## src/rtl/parity_frame_rx_pkg.sv

```systemverilog
// Shared constants for the XOR-parity serial link receiver.
package parity_frame_rx_pkg;

    localparam int unsigned DATA_WIDTH_DEF = 8;
    localparam int unsigned ERR_W          = 8;
    localparam int unsigned FRAME_LEN      = DATA_WIDTH_DEF + 1;

endpackage

```

## src/rtl/parity_frame_rx_frame_shifter.sv

```systemverilog
// Bit counter, LSB-first deserializer and running XOR for one parity frame.
module frame_shifter
    import parity_frame_rx_pkg::*;
#(
    parameter int unsigned DATA_WIDTH = DATA_WIDTH_DEF
) (
    input  logic                  clock,
    input  logic                  reset,
    input  logic                  accept,
    input  logic                  resync,
    input  logic                  bit_in,
    output logic                  parity_phase_c,
    output logic                  frame_done_c,
    output logic [DATA_WIDTH-1:0] word_c,
    output logic                  parity_err_c
);

    localparam int unsigned CNT_W = $clog2(DATA_WIDTH + 1);

    logic [CNT_W-1:0]      cnt_q;
    logic [DATA_WIDTH-1:0] shift_q;
    logic                  acc_q;

    assign parity_phase_c = (cnt_q == CNT_W'(DATA_WIDTH));
    assign frame_done_c   = accept & !resync & parity_phase_c;
    assign word_c         = shift_q;
    assign parity_err_c   = acc_q ^ bit_in;

    // resync takes priority over any bit presented in the same cycle
    always_ff @(posedge clock) begin
        if (reset) begin
            cnt_q   <= '0;
            shift_q <= '0;
            acc_q   <= 1'b0;
        end else if (resync) begin
            cnt_q <= '0;
            acc_q <= 1'b0;
        end else if (accept) begin
            if (parity_phase_c) begin
                cnt_q <= '0;
                acc_q <= 1'b0;
            end else begin
                shift_q <= (shift_q & ~(DATA_WIDTH'(1) << cnt_q))
                         | (DATA_WIDTH'(bit_in) << cnt_q);
                acc_q   <= acc_q ^ bit_in;
                cnt_q   <= cnt_q + CNT_W'(1);
            end
        end
    end

endmodule

```

## src/rtl/parity_frame_rx.sv

```systemverilog
// XOR-parity frame receiver: deserializer plus single-entry ready/valid holding register.
module parity_frame_rx
    import parity_frame_rx_pkg::*;
#(
    parameter int unsigned DATA_WIDTH = DATA_WIDTH_DEF
) (
    input  logic                  clock,
    input  logic                  reset,
    input  logic                  bit_in,
    input  logic                  bit_valid,
    output logic                  bit_ready,
    input  logic                  resync,
    output logic [DATA_WIDTH-1:0] out_data,
    output logic                  out_parity_err,
    output logic                  out_valid,
    input  logic                  out_ready,
    output logic [ERR_W-1:0]      err_count
);

    logic                  parity_phase_c;
    logic                  frame_done_c;
    logic [DATA_WIDTH-1:0] word_c;
    logic                  parity_err_c;
    logic                  accept_c;

    // Stall only the parity bit, and only when its word would overwrite an unread one
    assign bit_ready = !(parity_phase_c & out_valid & !out_ready);
    assign accept_c  = bit_valid & bit_ready;

    frame_shifter #(
        .DATA_WIDTH (DATA_WIDTH)
    ) u_shifter (
        .clock          (clock),
        .reset          (reset),
        .accept         (accept_c),
        .resync         (resync),
        .bit_in         (bit_in),
        .parity_phase_c (parity_phase_c),
        .frame_done_c   (frame_done_c),
        .word_c         (word_c),
        .parity_err_c   (parity_err_c)
    );

    // Holding register: a completing frame wins over a consume in the same cycle
    always_ff @(posedge clock) begin
        if (reset) begin
            out_data       <= '0;
            out_parity_err <= 1'b0;
            out_valid      <= 1'b0;
            err_count      <= '0;
        end else if (frame_done_c) begin
            out_data       <= word_c;
            out_parity_err <= parity_err_c;
            out_valid      <= 1'b1;
            if (parity_err_c && (err_count != '1)) begin
                err_count <= err_count + ERR_W'(1);
            end
        end else if (out_valid && out_ready) begin
            out_valid <= 1'b0;
        end
    end

endmodule

```

## config.mk

```make
export PLATFORM = sky130hd
export DESIGN_NAME = parity_frame_rx
export DESIGN_NICKNAME = d
export VERILOG_FILES = /design/src/rtl/parity_frame_rx_pkg.sv /design/src/rtl/parity_frame_rx_frame_shifter.sv /design/src/rtl/parity_frame_rx.sv
export SDC_FILE = /design/constraint.sdc
export NUM_CORES = 1
export LEC_CHECK = 0
export CORE_MARGIN = 2
export CORE_UTILIZATION = 55
export CTS_CLUSTER_DIAMETER = 30
export DETAILED_ROUTE_END_ITERATION = 16
export PLACE_DENSITY = 0.84
export SYNTH_ARGS = -nofsm -noshare
export SYNTH_HDL_FRONTEND = slang
export SYNTH_SLANG_ARGS = --single-unit
```

## constraint.sdc

```tcl
create_clock -name clock -period 5.85 [get_ports clock]
set_input_delay 0.585 -clock clock [delete_from_list [all_inputs] [get_ports clock]]
set_output_delay 0.585 -clock clock [all_outputs]
set_load 0.01 [all_outputs]
```

==> out/qor.txt <==
Maximum achievable frequency = 374.4 MHz
Final worst hold slack = 0.4640 ns
Post-synthesis average cell area = 9.193 sq um
Pin count of the biggest net entering global routing = 31
Count of state elements after synthesis = 31
Data arrival time of the critical path = 2.09 ns
Switching power as a share of total power = 0.2175
Number of top-level pins = 25
Number of remaining DRC errors = 0
Critical path peak fanout = 9
Total clock buffers created by CTS = 5
Number of diodes = 0
CTS resizes = 0
Area of combinational cells with multiple inputs = 830.8 sq um
Area of the placeable core = 2545 sq um
Portion of total power attributed to the clock network = 0.432
CTS tree = built
Post-route ant nets = 0
Number of hold violations in the final report = 0
CP Capture Type = output pin
Setup Skew = 0.008276 ns
Gate count of the mapped netlist = 164
Fill cell instance count of the final layout = 204
Predominant post-synthesis flop cell = sky130_fd_sc_hd__dfxtp_1
Total die area = 3176 sq um
Worst-margin pin slew = 1.017 ns
Worst-case vdd ir drop = 0.0002437 V
Global route total overflow = 0
Slack of the worst reg-to-reg path = 3.74 ns
Sequential Area = 620.6 sq um
Outcome = complete, no violations
Highest metal layer with signal wires = met4
Relative area change from synthesis to final layout = 21.66%
Fin nets = 201
Total half-perimeter wirelength after legalization and detailed placement = 2263 um
Post-synth net total = 177
Worst-path clk slew = 0.10 ns
Total of warnings raised by yosys = 0
Min-delay worst type = reg2reg
Vias in the first global route = 1270
CTS sink cnt = 31
Global-route wire length before repair = 5444 um
Aggregate negative setup slack = 0 ns
Antenna violations before repair = 0
Cell total after placement = 211
Synth area leader = sky130_fd_sc_hd__dfxtp_1
X dimension of the die = 56.36 um
Routability congestion estimate = 0.8195
Setup Buffers After CTS = 0
Root buffer selected by CTS = sky130_fd_sc_hd__clkbuf_4
Final worst-path cycle share = 0.4566
Via density per instance = 5.995
Most area-consuming cells after synthesis = sky130_fd_sc_hd__dfxtp_1 (41%), sky130_fd_sc_hd__mux2i_1 (8.0%), sky130_fd_sc_hd__nor2_1 (6.0%)
Clock insertion delay at the later pin of the skew report = 0.34 ns
Number of buffers added to fix hold violations after cts = 0
Worst relative slew slack = 0.3200
TritonRoute pass-1 iters = 4
Type of the setup path with the least slack = reg2out
Setup repair after global routing missed its margin = false
CP startpoint kind = flip-flop
Share of synthesized area occupied by flip-flops and latches = 0.4116
Internal power component = 320.6 uW
Maximum level of the CTS H-tree = 2
Detailed-route wire length = 3240 um
Pwr Density = 223.4 nW/um^2
Async set-or-reset flop fraction in the synthesized netlist = 0
# port buffers = 24
Number of failing setup endpoints in the final timing report = 0
Shortest period the worst path allows = 2.671 ns
Placement row count = 18
Initial standard-cell utilization of the core = 0.5924
Max-cap violation count = 0
Length of routed met3 wiring = 178 um
Number of pins with negative max-slew slack in the final report = 0
Vias after detailed routing = 1313
Unique cell type count in the Yosys netlist = 38
Detailed router's first-iteration violation count = 29
Mapped cell area = 1508 sq um
Pleak = 0.6219 nW
Metal2 WL = 1650 um
Flop pwr share = 0.521
Average routed wire per standard cell = 14.79 um
Total Routing Usage GR = 0.2229
Final Total Pwr = 409.7 uW
Critical path data required time = 5.27 ns
Yosys top cell area share = 0.4116
Share of post-route cells with drive strength above 1 = 0.08466
Number of synthesized flops with an enable pin = 0
Die extent in y = 56.36 um
Maximum clock path buffer count = 2
Detailed-routing wirelength on met1 = 1302 um
Combinational group share of total power = 0.046
P_sw = 89.13 uW
Non-filler instance count after layout = 219
==> worst max-delay path, cell delays in order, from the launching register on <==
cell                              delay, ns
sky130_fd_sc_hd__dfxtp_1               0.51
sky130_fd_sc_hd__inv_1                 0.13
sky130_fd_sc_hd__ha_1                  0.27
sky130_fd_sc_hd__and3b_4               0.24
sky130_fd_sc_hd__nand2_1               0.06
sky130_fd_sc_hd__clkdlybuf4s50_1       0.53
==> metal layers <==
layer	GRT usage	vias to the layer above
li1	-	623
met1	0.2305	629
met2	0.3966	48
met3	0.05300	13
met4	0.1463	0
met5	0	-
==> through the flow <==
stage | worst slack, ns | instance area [sq um] | utilization
after floorplan | 3.947 | 1508 | -
after global placement | 3.396 | 1748 | 0.6868
after detailed placement | 3.340 | 1748 | 0.6868
after CTS | 3.179 | 1834 | 0.7207
after global routing | 3.060 | 1834 | 0.7207
final | 3.179 | 1834 | 0.7207
==> flip-flops by register name, summed over array words and instances, names as in the netlist <==
| name | flops |
|---|---|
| err_count | 8 |
| out_data | 8 |
| u_shifter.word_c | 8 |
| u_shifter.cnt_q | 4 |
| out_parity_err | 1 |
| out_valid | 1 |
| u_shifter.acc_q | 1 |
==> cell families (layout without fill, tap and decap cells) <==
family | after synthesis | in the layout | synth area share
and+or+nand+nor | 75 | 75 | 0.2838
DFF | 31 | 31 | 0.4116
AOI/OAI and AO/OA | 24 | 24 | 0.1037
muxes | 14 | 14 | 0.09461
buffers and inverters | 12 | 37 | 0.03734
adders and majority gates | 7 | 7 | 0.05809
xor gates and xnor gates | 1 | 1 | 0.01079
==> synth_stat cells, types with 2 or more instances <==
library cell / count
sky130_fd_sc_hd__nand2_1: 14
sky130_fd_sc_hd__or2_1: 2
sky130_fd_sc_hd__dfxtp_1: 31
sky130_fd_sc_hd__nand4_1: 3
sky130_fd_sc_hd__ha_1: 7
sky130_fd_sc_hd__buf_2: 3
sky130_fd_sc_hd__nand2b_1: 3
sky130_fd_sc_hd__o41ai_1: 2
sky130_fd_sc_hd__nand3_1: 5
sky130_fd_sc_hd__nor3_1: 2
sky130_fd_sc_hd__inv_1: 5
sky130_fd_sc_hd__a22oi_1: 2
sky130_fd_sc_hd__clkbuf_1: 3
sky130_fd_sc_hd__nor2_1: 24
sky130_fd_sc_hd__a21oi_1: 10
sky130_fd_sc_hd__or4_1: 4
sky130_fd_sc_hd__o31ai_1: 2
sky130_fd_sc_hd__o21ai_0: 2
sky130_fd_sc_hd__and3_1: 2
sky130_fd_sc_hd__mux2_1: 2
sky130_fd_sc_hd__mux2i_1: 12
sky130_fd_sc_hd__nor2b_1: 4
sky130_fd_sc_hd__a32oi_1: 5
==> cell type report <==
class,count,area share
clock buffer,6,0.02797
multi-input combinational,121,0.4529
timing repair buffer,24,0.1310
inverter,5,0.01023
clock inverter,2,0.01910
tap,30,0.02046
sequential,31,0.3383
==> final timing paths <==
kind                                          start                  end  cells past startpoint
worst max-delay path             u_shifter.cnt_q[0]            bit_ready                      5
worst min-delay path            u_shifter.word_c[5]  u_shifter.word_c[5]                      2
worst max register to register   u_shifter.cnt_q[1]         err_count[7]                      6
worst min register to register  u_shifter.word_c[5]  u_shifter.word_c[5]                      2
==> power groups by stage <==
stage	logic, mW	registers [mW]	clock network (mW)
after global placement	0.0182	0.218	0
after floorplan	0.0130	0.218	0
after detailed placement	0.0190	0.218	0
final	0.0190	0.214	0.177
after CTS	0.0190	0.214	0.180
after global routing	0.0210	0.214	0.189
==> cell usage in the layout, fill, tap and decap left out, types with 2 or more instances in the layout <==
master	Yosys	routed
sky130_fd_sc_hd__nor2b_1	4	4
sky130_fd_sc_hd__o41ai_1	2	2
sky130_fd_sc_hd__o21ai_0	2	2
sky130_fd_sc_hd__mux2_1	2	2
sky130_fd_sc_hd__nand3_1	5	5
sky130_fd_sc_hd__a32oi_1	5	5
sky130_fd_sc_hd__inv_1	5	5
sky130_fd_sc_hd__or2_1	2	2
sky130_fd_sc_hd__or4_1	4	4
sky130_fd_sc_hd__nor2_1	24	24
sky130_fd_sc_hd__clkbuf_4	0	5
sky130_fd_sc_hd__ha_1	7	7
sky130_fd_sc_hd__dfxtp_1	31	31
sky130_fd_sc_hd__mux2i_1	12	12
sky130_fd_sc_hd__clkdlybuf4s50_1	0	24
sky130_fd_sc_hd__nand4_1	3	3
sky130_fd_sc_hd__and3_1	2	2
sky130_fd_sc_hd__a22oi_1	2	2
sky130_fd_sc_hd__a21oi_1	10	10
sky130_fd_sc_hd__o31ai_1	2	2
sky130_fd_sc_hd__nor3_1	2	2
sky130_fd_sc_hd__nand2b_1	3	3
sky130_fd_sc_hd__nand2_1	14	14
No activity file was read; power rests on OpenSTA's default activity.
